**src/rtl/axi_axi2bram.sv**
```systemverilog
// ============================================================================
// Module   : axi_axi2bram
// Purpose  : AXI4 read master that copies a contiguous block of external
//            memory into the local input BRAM. Requests are split into 4 KB-safe
//            bursts, several reads are kept in flight, and every returned beat
//            is written to the next sequential BRAM address.
//            Optional feature macro: AXI_A2B_RRESP_CHECK_EN, which adds the
//            m_axi_rresp input and a sticky o_a2b_err flag.
// Revision : 1.0 - initial release
// ============================================================================
`timescale 1ns/1ps
`default_nettype none

module axi_axi2bram #(
  parameter int AXI_ADDR_WIDTH      = 64,
  parameter int AXI_DATA_WIDTH      = 512,
  parameter int AXI_XFER_SIZE_WIDTH = 32,
  parameter int BRAM_ADDR_WIDTH     = 11,
  parameter int MAX_BURST_LEN       = 64,
  parameter int MAX_OUTSTANDING     = 4
) (
  input  logic                           clk,
  input  logic                           rst_n,
  input  logic                           i_a2b_start,
  output logic                           o_a2b_done,
  input  logic [AXI_ADDR_WIDTH-1:0]      i_a2b_data_addr,
  input  logic [AXI_XFER_SIZE_WIDTH-1:0] i_a2b_data_size_bytes,
  output logic                           m_axi_arvalid,
  input  logic                           m_axi_arready,
  output logic [AXI_ADDR_WIDTH-1:0]      m_axi_araddr,
  output logic [7:0]                     m_axi_arlen,
  input  logic                           m_axi_rvalid,
  output logic                           m_axi_rready,
  input  logic [AXI_DATA_WIDTH-1:0]      m_axi_rdata,
  input  logic                           m_axi_rlast,
  output logic                           o_a2b_wren,
  output logic [BRAM_ADDR_WIDTH-1:0]     o_a2b_wraddr,
  output logic [AXI_DATA_WIDTH-1:0]      o_a2b_wrdata
`ifdef AXI_A2B_RRESP_CHECK_EN
  ,
  input  logic [1:0]                     m_axi_rresp,
  output logic                           o_a2b_err
`endif
);

  localparam int BYTES     = AXI_DATA_WIDTH / 8;
  localparam int LOG_BYTES = $clog2(BYTES);
  localparam int XW        = AXI_XFER_SIZE_WIDTH;
  localparam int OUT_W     = $clog2(MAX_OUTSTANDING + 1);

  localparam logic [0:0] ST_IDLE = 1'b0;
  localparam logic [0:0] ST_XFER = 1'b1;

  logic [0:0]                state_q, state_d;
  logic [AXI_ADDR_WIDTH-1:0] addr_q, addr_d;
  logic [XW-1:0]             rem_q, rem_d;
  logic [XW-1:0]             total_q, total_d;
  logic [XW-1:0]             recv_q, recv_d;
  logic [OUT_W-1:0]          out_q, out_d;
  logic                      arvalid_q, arvalid_d;
  logic [AXI_ADDR_WIDTH-1:0] araddr_q, araddr_d;
  logic [7:0]                arlen_q, arlen_d;
  logic                      wren_q, wren_d;
  logic [BRAM_ADDR_WIDTH-1:0] wraddr_q, wraddr_d;
  logic [AXI_DATA_WIDTH-1:0] wrdata_q, wrdata_d;

  logic          start_ok, ar_hs, r_hs, rlast_hs, xfer_end, can_issue;
  logic [12:0]   gap_4k;
  logic [XW-1:0] beats_4k, burst_len, size_beats;
  logic [OUT_W:0] inflight;

  assign start_ok = i_a2b_start && (state_q == ST_IDLE);
  assign ar_hs    = arvalid_q && m_axi_arready;
  assign r_hs     = m_axi_rvalid && (state_q == ST_XFER);
  assign rlast_hs = r_hs && m_axi_rlast;
  assign xfer_end = (recv_q == total_q) && (out_q == '0) && !arvalid_q;

  assign size_beats = (i_a2b_data_size_bytes >> LOG_BYTES)
                    + {{(XW-1){1'b0}}, |i_a2b_data_size_bytes[LOG_BYTES-1:0]};

  // Bursts never cross a 4 KB page; addr_q is always beat-aligned.
  assign gap_4k   = 13'h1000 - {1'b0, addr_q[11:0]};
  assign beats_4k = XW'(gap_4k >> LOG_BYTES);

  always_comb begin
    burst_len = rem_q;
    if (burst_len > XW'(MAX_BURST_LEN)) burst_len = XW'(MAX_BURST_LEN);
    if (burst_len > beats_4k)           burst_len = beats_4k;
  end

  // The AR currently held on the bus counts against the in-flight limit.
  assign inflight  = {1'b0, out_q} + {{OUT_W{1'b0}}, arvalid_q};
  assign can_issue = (state_q == ST_XFER) && (rem_q != '0)
                   && (!arvalid_q || m_axi_arready)
                   && (inflight < (OUT_W+1)'(MAX_OUTSTANDING));

  // State register
  always_ff @(posedge clk or negedge rst_n) begin
    if (!rst_n) state_q <= ST_IDLE;
    else        state_q <= state_d;
  end

  // Next-state logic
  always_comb begin
    state_d = state_q;
    case (state_q)
      ST_IDLE: if (i_a2b_start) state_d = ST_XFER;
      ST_XFER: if (xfer_end)    state_d = ST_IDLE;
      default:                  state_d = ST_IDLE;
    endcase
  end

  // Output logic
  always_comb begin
    o_a2b_done   = (state_q == ST_IDLE);
    m_axi_rready = (state_q == ST_XFER);
  end

  always_comb begin
    addr_d    = addr_q;
    rem_d     = rem_q;
    total_d   = total_q;
    recv_d    = recv_q;
    out_d     = out_q;
    arvalid_d = arvalid_q;
    araddr_d  = araddr_q;
    arlen_d   = arlen_q;
    wren_d    = r_hs;
    wraddr_d  = wraddr_q;
    wrdata_d  = wrdata_q;
    if (start_ok) begin
      addr_d  = i_a2b_data_addr & ~AXI_ADDR_WIDTH'(BYTES - 1);
      rem_d   = size_beats;
      total_d = size_beats;
      recv_d  = '0;
      out_d   = '0;
    end else if (state_q == ST_XFER) begin
      if (ar_hs) arvalid_d = 1'b0;
      if (can_issue) begin
        arvalid_d = 1'b1;
        araddr_d  = addr_q;
        arlen_d   = 8'(burst_len - 1'b1);
        addr_d    = addr_q + (AXI_ADDR_WIDTH'(burst_len) << LOG_BYTES);
        rem_d     = rem_q - burst_len;
      end
      case ({ar_hs, rlast_hs})
        2'b10:   out_d = out_q + 1'b1;
        2'b01:   out_d = out_q - 1'b1;
        default: out_d = out_q;
      endcase
      recv_d = recv_q + {{(XW-1){1'b0}}, r_hs};
    end
    if (r_hs) begin
      wraddr_d = recv_q[BRAM_ADDR_WIDTH-1:0];
      wrdata_d = m_axi_rdata;
    end
  end

  always_ff @(posedge clk or negedge rst_n) begin
    if (!rst_n) begin
      addr_q    <= '0;
      rem_q     <= '0;
      total_q   <= '0;
      recv_q    <= '0;
      out_q     <= '0;
      arvalid_q <= 1'b0;
      araddr_q  <= '0;
      arlen_q   <= '0;
      wren_q    <= 1'b0;
      wraddr_q  <= '0;
      wrdata_q  <= '0;
    end else begin
      addr_q    <= addr_d;
      rem_q     <= rem_d;
      total_q   <= total_d;
      recv_q    <= recv_d;
      out_q     <= out_d;
      arvalid_q <= arvalid_d;
      araddr_q  <= araddr_d;
      arlen_q   <= arlen_d;
      wren_q    <= wren_d;
      wraddr_q  <= wraddr_d;
      wrdata_q  <= wrdata_d;
    end
  end

  assign m_axi_arvalid = arvalid_q;
  assign m_axi_araddr  = araddr_q;
  assign m_axi_arlen   = arlen_q;
  assign o_a2b_wren    = wren_q;
  assign o_a2b_wraddr  = wraddr_q;
  assign o_a2b_wrdata  = wrdata_q;

`ifdef AXI_A2B_RRESP_CHECK_EN
  logic err_q, err_d;
  logic rresp_unused;
  assign rresp_unused = m_axi_rresp[0];

  // Only SLVERR/DECERR (rresp[1]) flag an error; data is kept regardless.
  always_comb begin
    err_d = err_q;
    if (start_ok)                     err_d = 1'b0;
    else if (r_hs && m_axi_rresp[1])  err_d = 1'b1;
  end

  always_ff @(posedge clk or negedge rst_n) begin
    if (!rst_n) err_q <= 1'b0;
    else        err_q <= err_d;
  end

  assign o_a2b_err = err_q;
`endif

endmodule

`default_nettype wire

```
**config.mk**
```make
export PLATFORM = sky130hd
export DESIGN_NAME = axi_axi2bram
export DESIGN_NICKNAME = d
export VERILOG_FILES = /design/src/rtl/axi_axi2bram.sv
export SDC_FILE = /design/constraint.sdc
export NUM_CORES = 2
export LEC_CHECK = 0
export ABC_AREA = 1
export BUFFER_PORTS_ARGS = -buffer_cell sky130_fd_sc_hd__buf_2
export CORE_AREA = 3 3 465 467
export DETAILED_ROUTE_END_ITERATION = 12
export DIE_AREA = 0 0 468 470
export HOLD_SLACK_MARGIN = 0.08
export PLACE_DENSITY = 0.41
export SYNTH_ARGS = -nofsm -noshare
export SYNTH_HDL_FRONTEND = slang
export SYNTH_SLANG_ARGS = --single-unit
```
**constraint.sdc**
```tcl
create_clock -name clk -period 7.5 [get_ports clk]
set_clock_uncertainty 0.05 [all_clocks]
set_input_delay 0.375 -clock clk [delete_from_list [all_inputs] [get_ports clk]]
set_output_delay 0.375 -clock clk [all_outputs]
set_load 0.01 [all_outputs]
```
After elaboration in Yosys (flattened, before gate mapping)
Index checks and enable logic that the tools add are counted.

word-level totals
  memories kept = 0
  bits in latches = 0
  output and inout port bits = 599
  register bits after elaboration = 761
  memory bits (read-only) = 0
  input port bits = 614
  memory bits (writable) = 0

cells by class
  div/mod/pow operators = 0
  mux-type cells = 18
  magnitude comparators = 3
  equality and inequality tests = 3
  bitwise logic cells = 2
  reductions and logical operators = 22
  shift operators = 0
  $add $sub $neg = 9
  multipliers = 0

operators with widths
  operator                number
  $mux 32                 7
  $mux 64                 3
  $add 64x38->64          1
  $add 32x1->32           1
  $eq 32x32->1            1
  $gt 32x7->1             1
  $gt 32x7->1 const B     1
  $reduce_bool 32->1      1
  $sub 32x32->32          1
  $add 26x1->27           1
  $sub 13x12->13 const A  1
  $logic_and 1x1->1       9
  $sub 8x1->8 const B     1
  $mux 3                  2
  $pmux 3 s2              1
  $reduce_and 3->1        2
  $reduce_bool 2->1       3
  $reduce_or 6->1         1
  $add 3x1->4             1
  $lt 4x3->1 const B      1
  $mux 1                  4
  $reduce_and 2->1        2
  $add 3x1->3 const B     1
  $logic_not 3->1         1
  8 further kinds         9

Depth between registers and ports, before layout
  word-level depth = 8
  gate-level depth with buffers = 34

Worst setup path before layout
OpenSTA, ideal clock, no wires.

  path kind = register -> register
  start point = register rem_q[1]
  end point = register rem_q[28]
  path buffers = 0
  stages on the path, launching flop included = 27
  setup time = 0.127 ns
  clock period less this slack = 4.017 ns
  arrival = 3.840 ns
  slack = 3.483 ns
  required time = 7.323 ns
  cells stage by stage = dfrtp_1 inv_1 nand3_1 o22ai_1 and2_1 nand2_1 inv_1 ha_1 a21o_1 a21oi_1 nand2_1 nand2_2 nand2_1 nand2_1 inv_1 ha_1 fa_1 inv_1 nand3_1 nand2_1 a21boi_0 o21ai_0 nand2_1 nand2_1 nand2_1 a21oi_1 o22ai_1

on the way
  cells in the longest elaborated chain, start to end = 8

ends and longest elaborated chain
  element                 line  text
  start, declared         56    logic [XW-1:0] rem_q, rem_d;
  start signal, assigned  174   rem_q <= rem_d;
  $gt 32x7->1             87    if (burst_len > XW'(MAX_BURST_LEN)) burst_len = XW'(MAX_BURST_LEN);
  $mux 32                 87
  $gt 32x7->1             88    if (burst_len > beats_4k) burst_len = beats_4k;
  $mux 32                 88
  $sub 32x32->32          144   rem_d = rem_q - burst_len;
  $mux 32                 139   if (can_issue) begin
  $mux 32                 137   end else if (state_q == ST_XFER) begin
  $mux 32                 131   if (start_ok) begin

Several ways; a longest one is shown, not always the timed one. The select of a mux whose other input is x is not followed.
A chain may end at the register's enable or synchronous reset.

Worst setup path after layout
  start point = register rem_q[23]
  end point = register rem_q[25]

The elaborated chain is that of the path after synthesis.

==> summary.txt <==
Status
  – Status: finished, final reports clean

Floorplan
  – Num rows: 169
  – Initial core utilization: ~17%
  – I/O pin cnt: 1213
  – Die ar.: 220000 um^2
  – Die width: 468 um
  – Die Ht: 470 um
  – Core Box Area: 212000 um^2

Timing
  – Slew @ Worst Pin: 1.47 ns
  – Post-Route Setup TNS: 0 ns
  – # setup viols final: 0
  – Achievable Freq: roughly 0.17 GHz
  – Slew HR: 1.96%
  – Final period util: 76.3%
  – Final Hold Vio Count: 0
  – RSZ-0062 raised after global routing: false
  – Period minus WS final: 5.73 ns
  – Max Slew Vio Count: 0
  – Hold WS: 0.160 ns

Synthesis
  – Post-synth EDFFs: 0
  – Synth top cells by count: nand2_1 (2235), dfrtp_1 (744), inv_1 (297)
  – Area share of the largest cell type after synthesis: 52.1%
  – Synthesized flop and latch total: roughly 740
  – Synth cell types: 48
  – Predominant post-synthesis flop cell: dfrtp_1
  – Cell with the most instances after synthesis: nand2_1
  – Yosys top cell by area: dfrtp_1
  – Gate Count Post-Synth: between 4000 and 5000
  – Cell Area, Synth: about 36000 um^2
  – Mean post-synth cell area: 7.72 um^2
  – Synth top area cells: dfrtp_1 (52%), nand2_1 (23%), inv_1 (3.1%), nor2_1 (2.8%), ha_1 (2.7%)
  – Post-synthesis sequential area ratio: 52.1%
  – Yosys warns: 0
  – Synth async-reset ratio: between 90% and 100%

Drt
  – Met3 WL: between 10000 and 15000 um
  – Top sig layer: met5
  – Detailed Routing Iterations Pass 1: 5
  – Vias: 38800
  – Total detailed-routing wirelength: 244000 um
  – Initial DRC count: 2985
  – Routed WL per cell: around 26 um
  – Routed Antenna Nets: 0
  – DR vias/cell: about 4.1
  – Drt drc: 0
  – WL met1: about 90000 um
  – Met2 wire length: approximately 120000 um

Placed design
  – IO buf count: 1200
  – GPL Wtd Cong: 0.967
  – Hpwl dp: 199000 um

Flow run
  – MaxCap Viol Count: 0

Global route
  – Vias in the first global route: 39000
  – First-pass GRT wire length: 327000 um
  – Grt ovf: 0
  – GRT Total Usage: 21.5%
  – Initial antenna violation count: just over 80
  – Pin count of the biggest net entering global routing: 182

Pwr
  – VDD IR-drop max: between 0.2 and 0.25 mV
  – PD cells: 314 nW/um^2
  – Static Leak: around 0.028 uW

Min path
  – Worst Hold Class: input pin to register

Finish
  – Area of the multi-input gates: ~15000 um^2
  – Share of layout cells above drive strength 1: between 20% and 30%
  – Fill cells: 23500
  – Layout net count: 7137
  – Layout overhead on the synthesized area: 53.3%
  – Register cell area after layout: around 19000 um^2

Clock network
  – Total CTS buffers: 101
  – Root Driver: clkbuf_16
  – H-tree Lvls: 3
  – Clock Pin Slew Worst Setup and Hold Paths: roughly 0.06 ns
  – CTS Sinks: approximately 740
  – TritonCTS clock tree: built
  – Clk Latency, worst-skew pair: 0.75 ns
  – Number of setup buffers added after CTS: 0
  – Max Root-Sink Buffers: 3

Worst setup path
  – CP Capture Type: register
  – Largest fanout on the critical path: 8
  – Crit path DAT: 6.34 ns
  – Crit path kind: register to register
  – CP required: 8.12 ns
  – CP Launch Type: register
  – Flop2flop setup slack: around 1.8 ns
[layer usage]
metal  up-vias  global-route usage [%]
met5         -                       0
met1     18900                    23.2
met3       349                    4.88
met4        18                    11.5
met2      1334                    38.6
li1      18200                       -
[stage by stage]
step | instances | power [uW] | utilization (%) | worst slack (ns) | cell area, um^2
CTS | 9350 | 17300 | 25.8 | 1.79 | 54700
detailed placement | 8555 | 11700 | 21.2 | 1.80 | 45000
global placement | 8555 | 11600 | 21.2 | 1.82 | 45000
global route | 9361 | 18300 | 25.8 | 1.38 | 54700
finish | 9369 | 17200 | 25.8 | 1.77 | 54700
floorplan | 4681 | 8920 | - | 3.48 | 35900
[layout make-up]
cell class,instances,area share [%]
clock buffers,149,5.44
repair buffers,1840,22.7
multi-input cells,3453,28.1
well taps,2821,6.45
clock inverters,40,1.12
diodes,19,0.0869
inverters,303,2.10
flip-flops and latches,744,34.0
[repair_timing]
item	in CTS	in global routing
setup endpoints to repair	0	0
hold buffers	606	0
endpoints found under the hold margin	676	0
resized for setup	0	0
[cells in the final DEF, fill, tap and decap left out, types with 9 or more instances in the layout]
| master | netlist | final |
|---|---|---|
| o21bai_1 | 12 | 12 |
| dfrtp_1 | 744 | 744 |
| diode_2 | 0 | 19 |
| buf_4 | 14 | 28 |
| clkbuf_16 | 0 | 101 |
| nor2_1 | 268 | 267 |
| nand3b_1 | 25 | 25 |
| o211ai_1 | 13 | 13 |
| nand3_1 | 169 | 169 |
| clkinvlp_4 | 0 | 9 |
| xnor2_1 | 19 | 19 |
| clkbuf_1 | 130 | 21 |
| a21oi_1 | 117 | 117 |
| a31oi_1 | 26 | 26 |
| conb_1 | 2 | 55 |
| buf_2 | 16 | 1199 |
| dlygate4sd3_1 | 0 | 606 |
| ha_1 | 77 | 77 |
| nor3_1 | 66 | 66 |
| xor2_1 | 34 | 34 |
| o31ai_1 | 12 | 12 |
| nor4_1 | 16 | 16 |
| inv_1 | 297 | 297 |
| o22ai_1 | 17 | 17 |
| nand4_1 | 51 | 51 |
| bufinv_16 | 0 | 9 |
| clkbuf_8 | 0 | 27 |
| clkinv_2 | 0 | 14 |
| o21ai_0 | 179 | 179 |
| nand2_1 | 2235 | 2234 |
[worst paths after layout]
kind                                           start                end  cells past startpoint
max                                        rem_q[23]          rem_q[25]                     23
min                        i_a2b_data_size_bytes[26]        total_q[20]                      4
max reg2reg                                rem_q[23]          rem_q[25]                     23
min reg2reg                         m_axi_araddr[11]   m_axi_araddr[11]                      2
max in group asynchronous                      rst_n  o_a2b_wrdata[297]                      4
min in group asynchronous                      rst_n   m_axi_araddr[35]                      2
[sequential cells by signal, summed over array words and instances, names as in the netlist]
name and cells:
o_a2b_wrdata 512, o_a2b_wraddr 11, m_axi_rready 1, total_q 27, recv_q 32, o_a2b_wren 1, m_axi_arlen 8, addr_q 58
m_axi_arvalid 1, rem_q 32, out_q 3, m_axi_araddr 58
[where the power goes]
| group | switching [uW] | total [uW] | internal [uW] |
|---|---|---|---|
| Combinational | 4440 | 6570 | 2130 |
| Sequential | 592 | 5370 | 4780 |
| Clock | 2150 | 5240 | 3090 |
[worst max-delay path, cell delays in order (launching register included)]
cell and delay [ns]:
dfrtp_1 0.39, nor2_1 0.24, nand2_1 0.09, nor2_1 0.18
nand2_1 0.15, nor2_4 0.25, and2_1 0.17, nand2_1 0.08
inv_1 0.07, ha_1 0.23, and3_1 0.19, nand4_1 0.22
nand2_2 0.18, o21ai_0 0.74, inv_1 0.20, ha_1 0.40
nand2_1 0.13, nor2_1 0.27, nand4_1 0.13, o21ai_0 0.67
nand2_1 0.23, nand4_1 0.14, nand3_1 0.09, a21oi_1 0.15
[cells by family (layout without fill, tap and decap cells)]
| family | Yosys count | after routing | synth area share [%] |
|---|---|---|---|
| buffers and inverters | 484 | 2332 | 5.40 |
| muxes | 1 | 1 | 0.0280 |
| and+or+nand+nor | 2856 | 2856 | 31.9 |
| xor gates and xnor gates | 53 | 53 | 1.30 |
| AOI/OAI and AO/OA | 408 | 408 | 6.40 |
| DFF | 744 | 744 | 52.1 |
| other | 2 | 74 | 0.0210 |
| adders and majority gates | 80 | 80 | 2.87 |
Note: power is estimated with default switching activity, not from simulation.
